$ cat src/rtl/hazard_unit_if.sv
// Hazard unit bus: stage-tagged register addresses and control coming in from the
// datapath/controller, and stall/flush/forward controls going back out.
//   master : datapath/controller side (drives addresses/control, receives hazard controls)
//   slave  : hazard_unit side
// Parameter CNT_W sets the width of the performance counter outputs.
interface hazard_unit_if #(
  parameter int unsigned CNT_W = 32
);
  logic [4:0]       Rs1D, Rs2D, Rs1E, Rs2E, RdE, RdM, RdW;
  logic [1:0]       ResultSrcE;
  logic             PCSrcE, RegWriteM, RegWriteW, MemReqM, MemReadyM;
  logic [1:0]       ForwardAE, ForwardBE;
  logic             StallF, StallD, StallE, StallM;
  logic             FlushD, FlushE, FlushW;
  logic             MemErr;
  logic [CNT_W-1:0] StallCnt, FlushCnt;

  modport master (
    output Rs1D, Rs2D, Rs1E, Rs2E, RdE, RdM, RdW, ResultSrcE,
    output PCSrcE, RegWriteM, RegWriteW, MemReqM, MemReadyM,
    input  ForwardAE, ForwardBE, StallF, StallD, StallE, StallM,
    input  FlushD, FlushE, FlushW, MemErr, StallCnt, FlushCnt
  );

  modport slave (
    input  Rs1D, Rs2D, Rs1E, Rs2E, RdE, RdM, RdW, ResultSrcE,
    input  PCSrcE, RegWriteM, RegWriteW, MemReqM, MemReadyM,
    output ForwardAE, ForwardBE, StallF, StallD, StallE, StallM,
    output FlushD, FlushE, FlushW, MemErr, StallCnt, FlushCnt
  );
endinterface

$ cat src/rtl/hazard_unit.sv
// Pipeline hazard manager for the 5-stage core: EX operand forwarding, load-use stall,
// branch/jump flush, and a data-memory wait-state FSM with timeout that freezes the pipe.
// Ports:
//   clk   : core clock, rising edge
//   reset : asynchronous, active-low reset
//   hz    : hazard_unit_if.slave (inputs Rs*/Rd*/ResultSrcE/PCSrcE/RegWrite*/MemReqM/MemReadyM,
//           outputs ForwardAE/BE, Stall*, Flush*, MemErr, StallCnt, FlushCnt)
// Optional feature: define HAZARD_PERF_EN to build the stall/flush performance counters;
// otherwise StallCnt/FlushCnt are constant 0 and no counter flops exist.
module hazard_unit #(
  parameter int unsigned MEM_TIMEOUT = 16,
  parameter int unsigned CNT_W       = 32
) (
  input logic         clk,
  input logic         reset,
  hazard_unit_if.slave hz
);

  localparam int unsigned WaitCntW = $clog2(MEM_TIMEOUT + 1);

  typedef enum logic [1:0] {ST_RUN, ST_WAIT, ST_ERR} state_e;

  state_e              state_q;
  logic [WaitCntW-1:0] cnt_q;
  logic                mem_err_q;

  logic       mem_stall_c, lw_stall_c;
  logic [1:0] fwd_a, fwd_b;
  logic       stall_f, stall_d, stall_e, stall_m;
  logic       flush_d, flush_e, flush_w;

  // M stage has the younger result, so it wins over W; x0 is never forwarded.
  function automatic logic [1:0] fwd_sel(input logic [4:0] rs, input logic reg_wr_m,
                                         input logic [4:0] rd_m, input logic reg_wr_w,
                                         input logic [4:0] rd_w);
    logic [1:0] sel;
    sel = 2'b00;
    if (reg_wr_m && (rd_m != 5'd0) && (rd_m == rs))      sel = 2'b10;
    else if (reg_wr_w && (rd_w != 5'd0) && (rd_w == rs)) sel = 2'b01;
    return sel;
  endfunction

  // Memory stall: in RUN only an unanswered request stalls; in WAIT the access is
  // already outstanding so only MemReadyM matters; ERR freezes the pipe for good.
  always_comb begin
    mem_stall_c = 1'b0;
    unique case (state_q)
      ST_RUN:  mem_stall_c = hz.MemReqM && !hz.MemReadyM;
      ST_WAIT: mem_stall_c = !hz.MemReadyM;
      ST_ERR:  mem_stall_c = 1'b1;
      default: mem_stall_c = 1'b1;
    endcase
  end

  assign lw_stall_c = (hz.ResultSrcE == 2'b01) && (hz.RdE != 5'd0) &&
                      ((hz.RdE == hz.Rs1D) || (hz.RdE == hz.Rs2D));

  // Output priority: memory stall, then branch flush, then load-use stall.
  always_comb begin
    fwd_a   = 2'b00;
    fwd_b   = 2'b00;
    stall_f = 1'b0;
    stall_d = 1'b0;
    stall_e = 1'b0;
    stall_m = 1'b0;
    flush_d = 1'b1;
    flush_e = 1'b1;
    flush_w = 1'b1;
    if (reset) begin
      fwd_a = fwd_sel(hz.Rs1E, hz.RegWriteM, hz.RdM, hz.RegWriteW, hz.RdW);
      fwd_b = fwd_sel(hz.Rs2E, hz.RegWriteM, hz.RdM, hz.RegWriteW, hz.RdW);
      if (mem_stall_c) begin
        stall_f = 1'b1;
        stall_d = 1'b1;
        stall_e = 1'b1;
        stall_m = 1'b1;
        flush_d = 1'b0;
        flush_e = 1'b0;
        flush_w = 1'b1;
      end else begin
        stall_f = lw_stall_c;
        stall_d = lw_stall_c;
        flush_d = hz.PCSrcE;
        flush_e = hz.PCSrcE | lw_stall_c;
        flush_w = 1'b0;
      end
    end
  end

  // Wait-state FSM; cnt stops at MEM_TIMEOUT when entering ERR, so it never wraps.
  always_ff @(posedge clk or negedge reset) begin
    if (!reset) begin
      state_q   <= ST_RUN;
      cnt_q     <= '0;
      mem_err_q <= 1'b0;
    end else begin
      unique case (state_q)
        ST_RUN: begin
          if (mem_stall_c) begin
            state_q <= ST_WAIT;
            cnt_q   <= WaitCntW'(1);
          end
        end
        ST_WAIT: begin
          if (hz.MemReadyM) begin
            state_q <= ST_RUN;
            cnt_q   <= '0;
          end else begin
            cnt_q <= cnt_q + WaitCntW'(1);
            if (cnt_q == WaitCntW'(MEM_TIMEOUT - 1)) begin
              state_q   <= ST_ERR;
              mem_err_q <= 1'b1;
            end
          end
        end
        ST_ERR:  mem_err_q <= 1'b1;
        default: state_q <= ST_RUN;
      endcase
    end
  end

  assign hz.ForwardAE = fwd_a;
  assign hz.ForwardBE = fwd_b;
  assign hz.StallF    = stall_f;
  assign hz.StallD    = stall_d;
  assign hz.StallE    = stall_e;
  assign hz.StallM    = stall_m;
  assign hz.FlushD    = flush_d;
  assign hz.FlushE    = flush_e;
  assign hz.FlushW    = flush_w;
  assign hz.MemErr    = mem_err_q;

`ifdef HAZARD_PERF_EN
  logic [CNT_W-1:0] stall_cnt_q, flush_cnt_q;

  // Flush outputs are forced high during reset, but the async clear keeps that out of the count.
  always_ff @(posedge clk or negedge reset) begin
    if (!reset) begin
      stall_cnt_q <= '0;
      flush_cnt_q <= '0;
    end else begin
      if (stall_f | stall_d | stall_e | stall_m) stall_cnt_q <= stall_cnt_q + CNT_W'(1);
      if (flush_d | flush_e)                     flush_cnt_q <= flush_cnt_q + CNT_W'(1);
    end
  end

  assign hz.StallCnt = stall_cnt_q;
  assign hz.FlushCnt = flush_cnt_q;
`else
  assign hz.StallCnt = '0;
  assign hz.FlushCnt = '0;
`endif

endmodule

$ cat src/flat_wrapper.sv
// flat-port wrapper written by rule: the top's interface ports become plain ports
module hazard_unit_flat 
#(
  parameter int unsigned MEM_TIMEOUT = 16,
  parameter int unsigned CNT_W       = 32
)
  (clk, reset, hz_Rs1D, hz_Rs2D, hz_Rs1E, hz_Rs2E, hz_RdE, hz_RdM, hz_RdW, hz_ResultSrcE, hz_PCSrcE, hz_RegWriteM, hz_RegWriteW, hz_MemReqM, hz_MemReadyM, hz_ForwardAE, hz_ForwardBE, hz_StallF, hz_StallD, hz_StallE, hz_StallM, hz_FlushD, hz_FlushE, hz_FlushW, hz_MemErr, hz_StallCnt, hz_FlushCnt);
  hazard_unit_if #(.CNT_W(CNT_W)) hz_i ();
  input logic clk;
  input logic reset;
  input wire logic [$bits(hz_i.Rs1D)-1:0] hz_Rs1D;
  input wire logic [$bits(hz_i.Rs2D)-1:0] hz_Rs2D;
  input wire logic [$bits(hz_i.Rs1E)-1:0] hz_Rs1E;
  input wire logic [$bits(hz_i.Rs2E)-1:0] hz_Rs2E;
  input wire logic [$bits(hz_i.RdE)-1:0] hz_RdE;
  input wire logic [$bits(hz_i.RdM)-1:0] hz_RdM;
  input wire logic [$bits(hz_i.RdW)-1:0] hz_RdW;
  input wire logic [$bits(hz_i.ResultSrcE)-1:0] hz_ResultSrcE;
  input wire logic [$bits(hz_i.PCSrcE)-1:0] hz_PCSrcE;
  input wire logic [$bits(hz_i.RegWriteM)-1:0] hz_RegWriteM;
  input wire logic [$bits(hz_i.RegWriteW)-1:0] hz_RegWriteW;
  input wire logic [$bits(hz_i.MemReqM)-1:0] hz_MemReqM;
  input wire logic [$bits(hz_i.MemReadyM)-1:0] hz_MemReadyM;
  output wire logic [$bits(hz_i.ForwardAE)-1:0] hz_ForwardAE;
  output wire logic [$bits(hz_i.ForwardBE)-1:0] hz_ForwardBE;
  output wire logic [$bits(hz_i.StallF)-1:0] hz_StallF;
  output wire logic [$bits(hz_i.StallD)-1:0] hz_StallD;
  output wire logic [$bits(hz_i.StallE)-1:0] hz_StallE;
  output wire logic [$bits(hz_i.StallM)-1:0] hz_StallM;
  output wire logic [$bits(hz_i.FlushD)-1:0] hz_FlushD;
  output wire logic [$bits(hz_i.FlushE)-1:0] hz_FlushE;
  output wire logic [$bits(hz_i.FlushW)-1:0] hz_FlushW;
  output wire logic [$bits(hz_i.MemErr)-1:0] hz_MemErr;
  output wire logic [$bits(hz_i.StallCnt)-1:0] hz_StallCnt;
  output wire logic [$bits(hz_i.FlushCnt)-1:0] hz_FlushCnt;
  assign hz_i.Rs1D = hz_Rs1D;
  assign hz_i.Rs2D = hz_Rs2D;
  assign hz_i.Rs1E = hz_Rs1E;
  assign hz_i.Rs2E = hz_Rs2E;
  assign hz_i.RdE = hz_RdE;
  assign hz_i.RdM = hz_RdM;
  assign hz_i.RdW = hz_RdW;
  assign hz_i.ResultSrcE = hz_ResultSrcE;
  assign hz_i.PCSrcE = hz_PCSrcE;
  assign hz_i.RegWriteM = hz_RegWriteM;
  assign hz_i.RegWriteW = hz_RegWriteW;
  assign hz_i.MemReqM = hz_MemReqM;
  assign hz_i.MemReadyM = hz_MemReadyM;
  assign hz_ForwardAE = hz_i.ForwardAE;
  assign hz_ForwardBE = hz_i.ForwardBE;
  assign hz_StallF = hz_i.StallF;
  assign hz_StallD = hz_i.StallD;
  assign hz_StallE = hz_i.StallE;
  assign hz_StallM = hz_i.StallM;
  assign hz_FlushD = hz_i.FlushD;
  assign hz_FlushE = hz_i.FlushE;
  assign hz_FlushW = hz_i.FlushW;
  assign hz_MemErr = hz_i.MemErr;
  assign hz_StallCnt = hz_i.StallCnt;
  assign hz_FlushCnt = hz_i.FlushCnt;
  hazard_unit #(.MEM_TIMEOUT(MEM_TIMEOUT), .CNT_W(CNT_W)) u_core (.clk(clk), .reset(reset), .hz(hz_i));
endmodule
$ cat config.mk
export PLATFORM = sky130hd
export DESIGN_NAME = hazard_unit_flat
export DESIGN_NICKNAME = d
export VERILOG_FILES = /design/src/rtl/hazard_unit_if.sv /design/src/rtl/hazard_unit.sv /design/src/flat_wrapper.sv
export SDC_FILE = /design/constraint.sdc
export NUM_CORES = 1
export LEC_CHECK = 0
export BUFFER_PORTS_ARGS = -buffer_cell sky130_fd_sc_hd__buf_4
export CAP_MARGIN = 15
export CORE_MARGIN = 2
export CORE_UTILIZATION = 35
export CTS_CLUSTER_SIZE = 25
export DETAILED_ROUTE_END_ITERATION = 7
export PLACE_DENSITY = 0.77
export SYNTH_ARGS = -nofsm -noshare
export SYNTH_HDL_FRONTEND = slang
export SYNTH_SLANG_ARGS = --single-unit
export TNS_END_PERCENT = 30
$ cat constraint.sdc
create_clock -name clk -period 2.3 [get_ports clk]
set_clock_uncertainty 0.2 [all_clocks]
set_input_delay 0.46 -clock clk [delete_from_list [all_inputs] [get_ports clk]]
set_output_delay 0.46 -clock clk [all_outputs]
set_load 0.02 [all_outputs]
After elaboration in Yosys (flattened, before gate mapping)
Cells that the tools add are included.
{ "op_classes": {"addsub": 1, "n_eq_ne": 14, "n_mux": 26, "bitwise": 2, "reduce_logical": 20} }
{ "ops": {"columns": ["operator", "n"], "rows": [
  ["$eq 5x5->1", 6],
  ["$reduce_bool 5->1", 3],
  ["$mux 2", 7],
  ["$mux 1", 13],
  ["$mux 5", 2],
  ["$pmux 5 s2", 1],
  ["$logic_and 1x1->1", 9],
  ["$pmux 2 s3", 1],
  ["$reduce_and 3->1", 2],
  ["$add 5x1->5 const B", 1],
  ["$eq 5x4->1 const B", 1],
  ["$eq 2x1->1 const B", 2],
  ["$ne 2x1->1 const B", 2],
  ["$pmux 1 s2", 2],
  ["$reduce_bool 2->1", 2],
  ["$ne 3x2->1 const B", 1],
  ["$eq 2x2->1 const B", 1],
  ["$logic_not 2->1", 1],
  ["$ne 2x2->1 const B", 1],
  ["$reduce_and 2->1", 1],
  ["$logic_not 1->1", 1],
  ["$logic_or 1x1->1", 1],
  ["$not 1->1", 1],
  ["$or 1x1->1", 1]
]} }
{ "totals": {"ff_bits": 8, "input_bits": 44, "wordCells": 66} }

Logic depth before layout (Yosys ltp)
Gate-level depths: netlist (run 1).
{ "logic_depth": {"word_depth": 6, "mapped_depth": 6, "ltp_nobuf": 6} }

Worst setup path after synthesis (run 1)
OpenSTA, ideal clock, no wires.
{ "synth_timing": {"path_kind": "input-to-output", "from": "input hz_RdE[2]", "to": "output hz_StallF", "arrival_ns": 2.064, "t_required_ns": 1.640, "path_slack_ns": -0.424, "stages": 5, "n_path_buf": 1, "cell_sequence": "xor2_1 > nor3_1 > a22oi_1 > o41ai_1 > buf_4"} }
{ "synth_via": {"elab_chain_cells": 5} }
{ "synth_rtl": {"columns": ["element", "line", "source"], "rows": [
  ["from (decl)", "flat_wrapper.sv:15", "input wire logic [$bits(hz_i.RdE)-1:0] hz_RdE;"],
  ["$eq 5x5->1 or $reduce_bool 5->1 (tied branches)", "hazard_unit.sv:56, hazard_unit.sv:55", null],
  ["$logic_or 1x1->1 or $logic_and 1x1->1 (tied branches)", "hazard_unit.sv:56, hazard_unit.sv:55", null],
  ["$logic_and 1x1->1 (*)", "hazard_unit.sv:55", "assign lw_stall_c = (hz.ResultSrcE == 2'b01) && (hz.RdE != 5'd0) &&"],
  ["$mux 1 (*) (2 in series)", null, null],
  ["to (decl)", "flat_wrapper.sv:26", "output wire logic [$bits(hz_i.StallF)-1:0] hz_StallF;"]
]} }
Every way passes the cells marked *; elsewhere a longest branch is shown, timed or not.

Worst setup path in the final report (run 1)
{ "layout_timing": {"from": "input hz_Rs1E[3]", "to": "output hz_ForwardAE[0]"} }
{ "layout_via": {"elab_chain_cells": 5} }
{ "layout_rtl": {"columns": ["element", "line", "source"], "rows": [
  ["from (decl)", "flat_wrapper.sv:13", "input wire logic [$bits(hz_i.Rs1E)-1:0] hz_Rs1E;"],
  ["$eq 5x5->1", "hazard_unit.sv:39", "else if (reg_wr_w && (rd_w != 5'd0) && (rd_w == rs)) sel = 2'b01;"],
  ["$logic_and 1x1->1", "hazard_unit.sv:39", null],
  ["$mux 1", "hazard_unit.sv:39", null],
  ["$mux 2 (*)", "hazard_unit.sv:38", "if (reg_wr_m && (rd_m != 5'd0) && (rd_m == rs)) sel = 2'b10;"],
  ["$mux 2 (*)", "hazard_unit.sv:69", "if (reset) begin"],
  ["to (decl)", "flat_wrapper.sv:24", "output wire logic [$bits(hz_i.ForwardAE)-1:0] hz_ForwardAE;"]
]} }
Marked as above.

==> results of run 1 <==
[per-layer routing]
layer / track usage (%) / routed length [µm]
met5: 0 / 0
met4: 7.14 / 96
met3: 3.24 / 293
met2: 28.9 / 1690
met1: 14.0 / 1070
[synthesized netlist by cell type]
cell	count
sky130_fd_sc_hd__or4_1	5
sky130_fd_sc_hd__a21boi_0	1
sky130_fd_sc_hd__nand4bb_1	1
sky130_fd_sc_hd__a31oi_1	1
sky130_fd_sc_hd__o211ai_1	1
sky130_fd_sc_hd__nor2_1	4
sky130_fd_sc_hd__or2_1	1
sky130_fd_sc_hd__a21oi_1	4
sky130_fd_sc_hd__buf_4	66
sky130_fd_sc_hd__or2_2	1
sky130_fd_sc_hd__xnor2_1	6
sky130_fd_sc_hd__o21ai_2	1
sky130_fd_sc_hd__o41ai_1	1
sky130_fd_sc_hd__nor3_1	5
sky130_fd_sc_hd__conb_1	1
sky130_fd_sc_hd__and2_2	2
sky130_fd_sc_hd__nand2b_1	1
sky130_fd_sc_hd__a32o_1	1
sky130_fd_sc_hd__nor4_2	2
sky130_fd_sc_hd__nor2b_1	1
sky130_fd_sc_hd__mux2i_1	1
sky130_fd_sc_hd__and3_1	1
sky130_fd_sc_hd__nand3_1	4
sky130_fd_sc_hd__o21ai_0	6
sky130_fd_sc_hd__inv_1	7
sky130_fd_sc_hd__a22oi_1	1
sky130_fd_sc_hd__clkbuf_1	1
sky130_fd_sc_hd__ha_1	2
sky130_fd_sc_hd__nor4_1	2
sky130_fd_sc_hd__dfrtp_1	8
sky130_fd_sc_hd__xor2_1	24
sky130_fd_sc_hd__nand2_1	7
[cell type report]
cell class              count  area share (%)
clock buffers               3            2.23
inverters                   7            1.42
multi-input cells         151            51.7
flip-flops and latches      8            10.8
well taps                  48            3.25
repair buffers             67            30.6
[worst max-delay path: stages]
cell and delay (ns):
sky130_fd_sc_hd__buf_6 0.10, sky130_fd_sc_hd__xor2_1 0.15, sky130_fd_sc_hd__or4_4 0.54, sky130_fd_sc_hd__nor4_2 0.28
sky130_fd_sc_hd__buf_4 0.18
[repair_timing]
action	4_1_cts	5_1_grt
hold buffers	1	0
pin swaps	18	2
buffers inserted	1	0
resized for setup	29	2
setup endpoints to repair	7	7
hold endpoints to repair	8	0
[stage by stage]
step	hold slack, ns	worst slack [ns]	power [µW]	utilization [%]
6_report	0.213	-0.0738	672	50.2
5_1_grt	0.229	-0.134	714	50.2
4_1_cts	0.210	-0.0713	669	49.9
3_5_place_dp	0.222	-0.151	471	44.9
3_3_place_gp	0.217	-0.144	467	44.9
2_1_floorplan	-0.0356	-0.0770	435	-
[worst paths after layout]
path | start | to | slack [ns] | cells past startpoint
min in group asynchronous | reset | u_core.cnt_q[4] | 0.67 | 3
setup reg to reg | u_core.cnt_q[0] | u_core.hz.MemErr | 0.57 | 6
hold reg to reg | u_core.hz.MemErr | u_core.hz.MemErr | 0.28 | 1
hold / removal | hz_MemReadyM | u_core.state_q[0] | 0.21 | 2
max in group asynchronous | reset | u_core.cnt_q[2] | 0.96 | 3
setup / recovery | hz_Rs1E[3] | hz_ForwardAE[0] | -0.07 | 5
[power breakdown]
part	switching [µW]	total, µW	internal [µW]	leakage, µW
clock network	56.2	170	113	0.0000216
registers	10.3	163	153	0.000101
logic	205	339	134	0.000814
[registers in the layout, summed over array words and instances (netlist names)]
name              count
u_core.hz.MemErr      1
u_core.cnt_q          5
u_core.state_q        2
[cells by family (layout without fill, tap and decap cells)]
logic type | count (synthesis) | count (layout) | share of synthesized area (%)
other | 1 | 64 | 0.277
adders and majority gates | 2 | 2 | 1.85
AOI/OAI and AO/OA | 17 | 17 | 7.86
and+or+nand+nor | 37 | 37 | 16.2
xor gates and xnor gates | 30 | 30 | 19.4
buffers and inverters | 74 | 77 | 38.9
muxes | 1 | 1 | 0.740
DFF | 8 | 8 | 14.8
==> Flow_metrics.wiki, run 1 <==
{| class="wikitable"
! Metric !! Value
|-
| Violated checks || negative setup slack
|-
| FF/Latch Area || 200 µm²
|-
| H-Tree Level Count || 1
|-
| Full die area || 4380 µm²
|-
| Placed standard-cell area || 1660 µm²
|-
| CTS clk-pin slew, worst paths || 0.04 ns
|-
| Class of the most critical setup path || in -> out
|-
| Number of buffers on the longest clock path || 2
|-
| Wire length of the first global-routing pass || 4910 µm
|-
| Port Buf Inserts || 55
|-
| Num rows || 22
|-
| Number of warnings issued by yosys || 0
|-
| Final GP Congestion || 0.813
|-
| Fin worst setup slack || -0.0738 ns
|-
| Average wire length per cell after detail routing || 11.1 µm
|-
| Total placed cells including tap cells || 279
|-
| Run status || finished, violations left
|-
| Arrival time reported for the critical path endpoint || 1.71 ns
|-
| Antenna-violating nets left || 0
|-
| Horizontal extent of the die || 66.2 µm
|-
| Count of mapped cells out of synthesis || 170
|-
| Clock tree from TritonCTS || done
|-
| Global-route usage over all layers || 14.7%
|-
| Upper clock frequency limit || 0.421 GHz
|-
| Area of all placed cells without fillers || 1850 µm²
|-
| Fill cell count || 373
|-
| Power Density || 363 nW/µm²
|-
| Final critical delay including setup and external delays || 2.37 ns
|-
| Endpoint required time on the critical path || 1.64 ns
|-
| Via count of the first global-routing pass || 1,141
|-
| Area of the core || 3690 µm²
|-
| Iteration-0 DRC count of the detailed router || 15
|-
| HP Class || in -> reg
|-
| Area growth from synthesis to final layout || 36.8%
|-
| Placed wire-length estimate || 2500 µm
|-
| Routed Wire Length || 3150 µm
|-
| Setup repair after global routing missed its margin || true
|-
| Max-capacitance violation count || 0
|-
| Total area of multi-input combinational cells || 957 µm²
|-
| Overflow left after global routing || 0
|-
| Cells taking the most area after synthesis || sky130_fd_sc_hd__buf_4, sky130_fd_sc_hd__xor2_1, sky130_fd_sc_hd__dfrtp_1
|-
| Sequential element share of the synthesized area || 14.8%
|-
| Share of the clock period used by the worst path after layout || 103%
|-
| Critical Path Sink Type || output pin
|-
| Ports || 120
|-
| Maximum VDD drop || 0.291 mV
|-
| Effective utilization at floorplan || 36.7%
|-
| Commonest non-fill, non-tap cell in the layout || sky130_fd_sc_hd__conb_1
|-
| Number of nets at the end of the flow || 284
|-
| Top library cells by usage in the layout, fill and taps aside || sky130_fd_sc_hd__conb_1, sky130_fd_sc_hd__buf_4, sky130_fd_sc_hd__xor2_1
|-
| Die Y || 66.2 µm
|-
| Total number of vias || 1,180
|-
| Flops & latches, synth || 8
|-
| Synthesized area per cell || 7.96 µm²
|-
| Clock root buffer master || sky130_fd_sc_hd__clkbuf_8
|-
| Total Negative Setup Slacks || -0.161 ns
|-
| Dominant cell type by area after synthesis || sky130_fd_sc_hd__buf_4
|-
| Portion of synthesized cell area occupied by the leading cell type || 36.6%
|-
| Number of different library cells in the post-synthesis netlist || 32
|-
| Detailed-router iteration count before antenna repair || 4
|-
| DRC violation count after routing || 0
|-
| Fraction of final layout cells with drive strength greater than 1 || 36.4%
|-
| P_leak || 0.000937 µW
|-
| Non-filler instance count after layout || 284
|-
| Headroom to the max-slew limit || 65.5%
|-
| Number of max-slew violations in the final report || 0
|-
| Final setup viols || 4
|-
| Worst Tran Pin Value || 0.512 ns
|-
| Count of endpoints failing hold in the final timing report || 0
|-
| Initial antenna violation count || 0
|-
| Kind of launch point of the worst setup path || input port
|-
| Number of clock sinks || 8
|-
| Maximum number of pins on one net before global-route repair || 9
|-
| Number of buffers created by CTS || 3
|-
| Insertion delay to the later sink of the worst-skew pair || 0.23 ns
|-
| Max FO, Critical Path || 2
|-
| Vias per inst || 4.15
|-
| Mapped cell area || 1350 µm²
|-
| Antenna diodes || 0
|}
(Power assumes the default switching activity.)
==> inputs of run 2 (changes only) <==
- ABC_AREA: not set -> 1
- PLACE_DENSITY: 0.77 -> 0.74
==> Flow_metrics.wiki, run 2 <==
{| class="wikitable"
! Metric !! Value
|-
| CTS clk-pin slew, worst paths || 0.04 ns (about the same)
|-
| R2R depth || 7 (was 6)
|-
| Run status || finished clean (was finished, violations left)
|-
| Endpoint required time on the critical path || 1.64 ns (about the same)
|-
| Average wire length per cell after detail routing || 8.82 µm (was 11.1 µm)
|-
| Worst R2R End || u_core.hz.MemErr (unchanged)
|-
| Antenna diodes || 0 (unchanged)
|-
| Number of buffers on the longest clock path || 2 (unchanged)
|-
| Count of endpoints failing hold in the final timing report || 0 (unchanged)
|-
| Wire length of the first global-routing pass || 4690 µm (was 4910 µm)
|-
| Final critical delay including setup and external delays || 2.08 ns (was 2.37 ns)
|-
| H-Tree Level Count || 1 (unchanged)
|-
| Maximum VDD drop || 0.140 mV (was 0.291 mV)
|-
| Vias per inst || 3.97 (was 4.15)
|-
| RR Startpoint || u_core.cnt_q[0] (unchanged)
|-
| Number of max-slew violations in the final report || 0 (unchanged)
|-
| Share of the clock period used by the worst path after layout || 90.3% (was 103%)
|-
| Count of mapped cells out of synthesis || 225 (was 170)
|-
| Smallest hold slack || 0.264 ns (was 0.213 ns)
|-
| Source of the worst hold timing path || u_core.hz.MemErr (was hz_MemReadyM)
|-
| Async SR Flop Fraction || 100% (unchanged)
|-
| Fill cell count || 441 (was 373)
|-
| Port Buf Inserts || 55 (unchanged)
|-
| Overflow left after global routing || 0 (unchanged)
|-
| Fin worst setup slack || 0.224 ns (was -0.0738 ns)
|-
| Num rows || 23 (was 22)
|-
| Dominant cell type by area after synthesis || sky130_fd_sc_hd__buf_4 (unchanged)
|-
| HP Class || reg -> reg (was in -> reg)
|-
| Arrival time reported for the critical path endpoint || 1.42 ns (was 1.71 ns)
|-
| Clock tree from TritonCTS || done (unchanged)
|-
| Area of the core || 4030 µm² (was 3690 µm²)
|-
| Effective utilization at floorplan || 36.6% (was 36.7%)
|-
| Buffers inserted during post-CTS setup optimization || 0 (was 1)
|-
| Number of enable flip-flop cells after synthesis || 0 (unchanged)
|-
| Routed Wire Length || 2930 µm (was 3150 µm)
|-
| Initial antenna violation count || 0 (unchanged)
|-
| Via count of the first global-routing pass || 1,153 (was 1,141)
|-
| Fraction of final layout cells with drive strength greater than 1 || 25.2% (was 36.4%)
|-
| Mapped cell area || 1480 µm² (was 1350 µm²)
|-
| Number of different library cells in the post-synthesis netlist || 29 (was 32)
|-
| Sequential element share of the synthesized area || 13.6% (was 14.8%)
|-
| Final GP Congestion || 0.823 (was 0.813)
|-
| Ports || 120 (unchanged)
|-
| Total number of vias || 1,319 (was 1,180)
|-
| Biggest register || u_core.cnt_q (unchanged)
|-
| Commonest non-fill, non-tap cell in the layout || sky130_fd_sc_hd__conb_1 (unchanged)
|-
| Class of the most critical setup path || reg -> out (was in -> out)
|-
| Pre-CTS WS || 0.262 ns (was -0.151 ns)
|-
| Number of warnings issued by yosys || 0 (unchanged)
|-
| Insertion delay to the later sink of the worst-skew pair || 0.24 ns (was 0.23 ns)
|-
| Upper clock frequency limit || 0.482 GHz (was 0.421 GHz)
|-
| Max FO, Critical Path || 5 (was 2)
|-
| Portion of synthesized cell area occupied by the leading cell type || 33.6% (was 36.6%)
|-
| Internal reg-to-reg setup slack || 0.73 ns (was 0.57 ns)
|-
| Synth cell count leaders || sky130_fd_sc_hd__buf_4, sky130_fd_sc_hd__nand2_1, sky130_fd_sc_hd__inv_1 (was sky130_fd_sc_hd__buf_4, sky130_fd_sc_hd__xor2_1, sky130_fd_sc_hd__dfrtp_1)
|-
| Max-capacitance violation count || 0 (unchanged)
|-
| Flip-flop count of the largest register, all copies and words added || 5 (unchanged)
|-
| Power Density || 340 nW/µm² (was 363 nW/µm²)
|-
| Synthesized area per cell || 6.56 µm² (was 7.96 µm²)
|-
| Leading cell type by number of instances after synthesis || sky130_fd_sc_hd__buf_4 (unchanged)
|-
| Final setup viols || 0 (was 4)
|-
| Kind of launch point of the worst setup path || register (was input port)
|-
| Maximum number of pins on one net before global-route repair || 9 (unchanged)
|-
| Clock root buffer master || sky130_fd_sc_hd__clkbuf_8 (unchanged)
|-
| Critical Path Sink Type || output pin (unchanged)
|-
| Number of buffers created by CTS || 3 (unchanged)
|-
| Primary FF master, synth || sky130_fd_sc_hd__dfrtp_1 (unchanged)
|-
| Global-route usage over all layers || 13.2% (was 14.7%)
|-
| Detailed-router iteration count before antenna repair || 7 (was 4)
|-
| Total Negative Setup Slacks || 0 ns (was -0.161 ns)
|-
| Number of cells on the worst hold path || 1 (was 2)
|-
| Post-cts gate resize count || 0 (was 29)
|-
| Top library cells by usage in the layout, fill and taps aside || sky130_fd_sc_hd__conb_1, sky130_fd_sc_hd__buf_4, sky130_fd_sc_hd__nand2_1 (was sky130_fd_sc_hd__conb_1, sky130_fd_sc_hd__buf_4, sky130_fd_sc_hd__xor2_1)
|-
| Sink of the worst hold path || u_core.hz.MemErr (was u_core.state_q[0])
|-
| Full die area || 4750 µm² (was 4380 µm²)
|-
| Setup repair after global routing missed its margin || false (was true)
|-
| Iteration-0 DRC count of the detailed router || 55 (was 15)
|-
| Horizontal extent of the die || 68.9 µm (was 66.2 µm)
|-
| Flops & latches, synth || 8 (unchanged)
|-
| Area growth from synthesis to final layout || 18.7% (was 36.8%)
|-
| Cells taking the most area after synthesis || sky130_fd_sc_hd__buf_4, sky130_fd_sc_hd__dfrtp_1, sky130_fd_sc_hd__xnor2_1 (was sky130_fd_sc_hd__buf_4, sky130_fd_sc_hd__xor2_1, sky130_fd_sc_hd__dfrtp_1)
|-
| Post-layout utilization of the core || 43.4% (was 50.2%)
|-
| DRC violation count after routing || 0 (unchanged)
|-
| Antenna-violating nets left || 0 (unchanged)
|-
| P_leak || 0.00103 µW (was 0.000937 µW)
|-
| Number of nets at the end of the flow || 330 (was 284)
|-
| Number of clock sinks || 8 (unchanged)
|-
| Placed wire-length estimate || 2630 µm (was 2500 µm)
|-
| Die Y || 68.9 µm (was 66.2 µm)
|}
## run 2: critical path, cell delays in order (launching register included)
cell	delay, ns
sky130_fd_sc_hd__dfrtp_1	0.42
sky130_fd_sc_hd__inv_2	0.09
sky130_fd_sc_hd__nand4_2	0.15
sky130_fd_sc_hd__nand3_1	0.14
sky130_fd_sc_hd__nand2_2	0.08
sky130_fd_sc_hd__o21ai_2	0.07
sky130_fd_sc_hd__nand2_1	0.08
sky130_fd_sc_hd__buf_4	0.15
## run 2: cell type report
class	count	area [µm²]	share of cell area, %
multi-input combinational	183	900	51.4
timing repair buffer	57	430	24.6
sequential	8	200	11.4
inverter	31	116	6.65
tap	50	62.6	3.57
clock buffer	3	41.3	2.36
## run 2: how the worst max path moves through the flow
stage / from / slack (ns) / end / depth (start not counted)
2_1_floorplan: hz_RdM[1] / 0.29 / hz_ForwardAE[1] / 3
3_3_place_gp: hz_MemReadyM / 0.31 / hz_FlushE / 8
3_5_place_dp: hz_Rs2E[2] / 0.26 / hz_ForwardBE[1] / 5
4_1_cts: u_core.state_q[1] / 0.21 / hz_FlushE / 7
5_1_grt: u_core.state_q[1] / 0.11 / hz_FlushE / 7
6_report: u_core.state_q[1] / 0.22 / hz_FlushE / 7
## run 2: where the power goes
part	switching [µW]	total (µW)	internal (µW)
Sequential	0	141	141
Clock	62.0	176	114
Combinational	179	278	98.7
## run 2: repair_timing
item / 4_1_cts / 5_1_grt
hold buffers: 1 / 0
endpoints found under the setup margin: 0 / 0
endpoints found under the hold margin: 8 / 0
## run 2: per-layer routing
metal	GRT usage, %	share of wire, %	vias up
met4	6.37	2.2	0
met1	13.3	35	569
met5	0	0	-
li1	-	-	679
met3	1.79	8.9	7
met2	26.0	54	64
## run 2: kinds of logic (layout without fill, tap and decap cells)
family,Yosys count,after routing,synth area share (%)
AOI/OAI and AO/OA,13,13,5.00
xor gates and xnor gates,20,20,11.9
adders and majority gates,2,2,1.70
buffers and inverters,97,91,41.5
DFF,8,8,13.6
other,1,64,0.254
and+or+nand+nor,84,84,26.1
## run 2: per-stage QoR
| step | total power [µW] | std cells | instance area, µm² |
|---|---|---|---|
| 4_1_cts | 594 | 332 | 1750 |
| 5_1_grt | 635 | 332 | 1750 |
| 2_1_floorplan | 403 | 288 | 1710 |
| 6_report | 595 | 332 | 1750 |
| 3_3_place_gp | 416 | 328 | 1700 |
| 3_5_place_dp | 419 | 328 | 1700 |
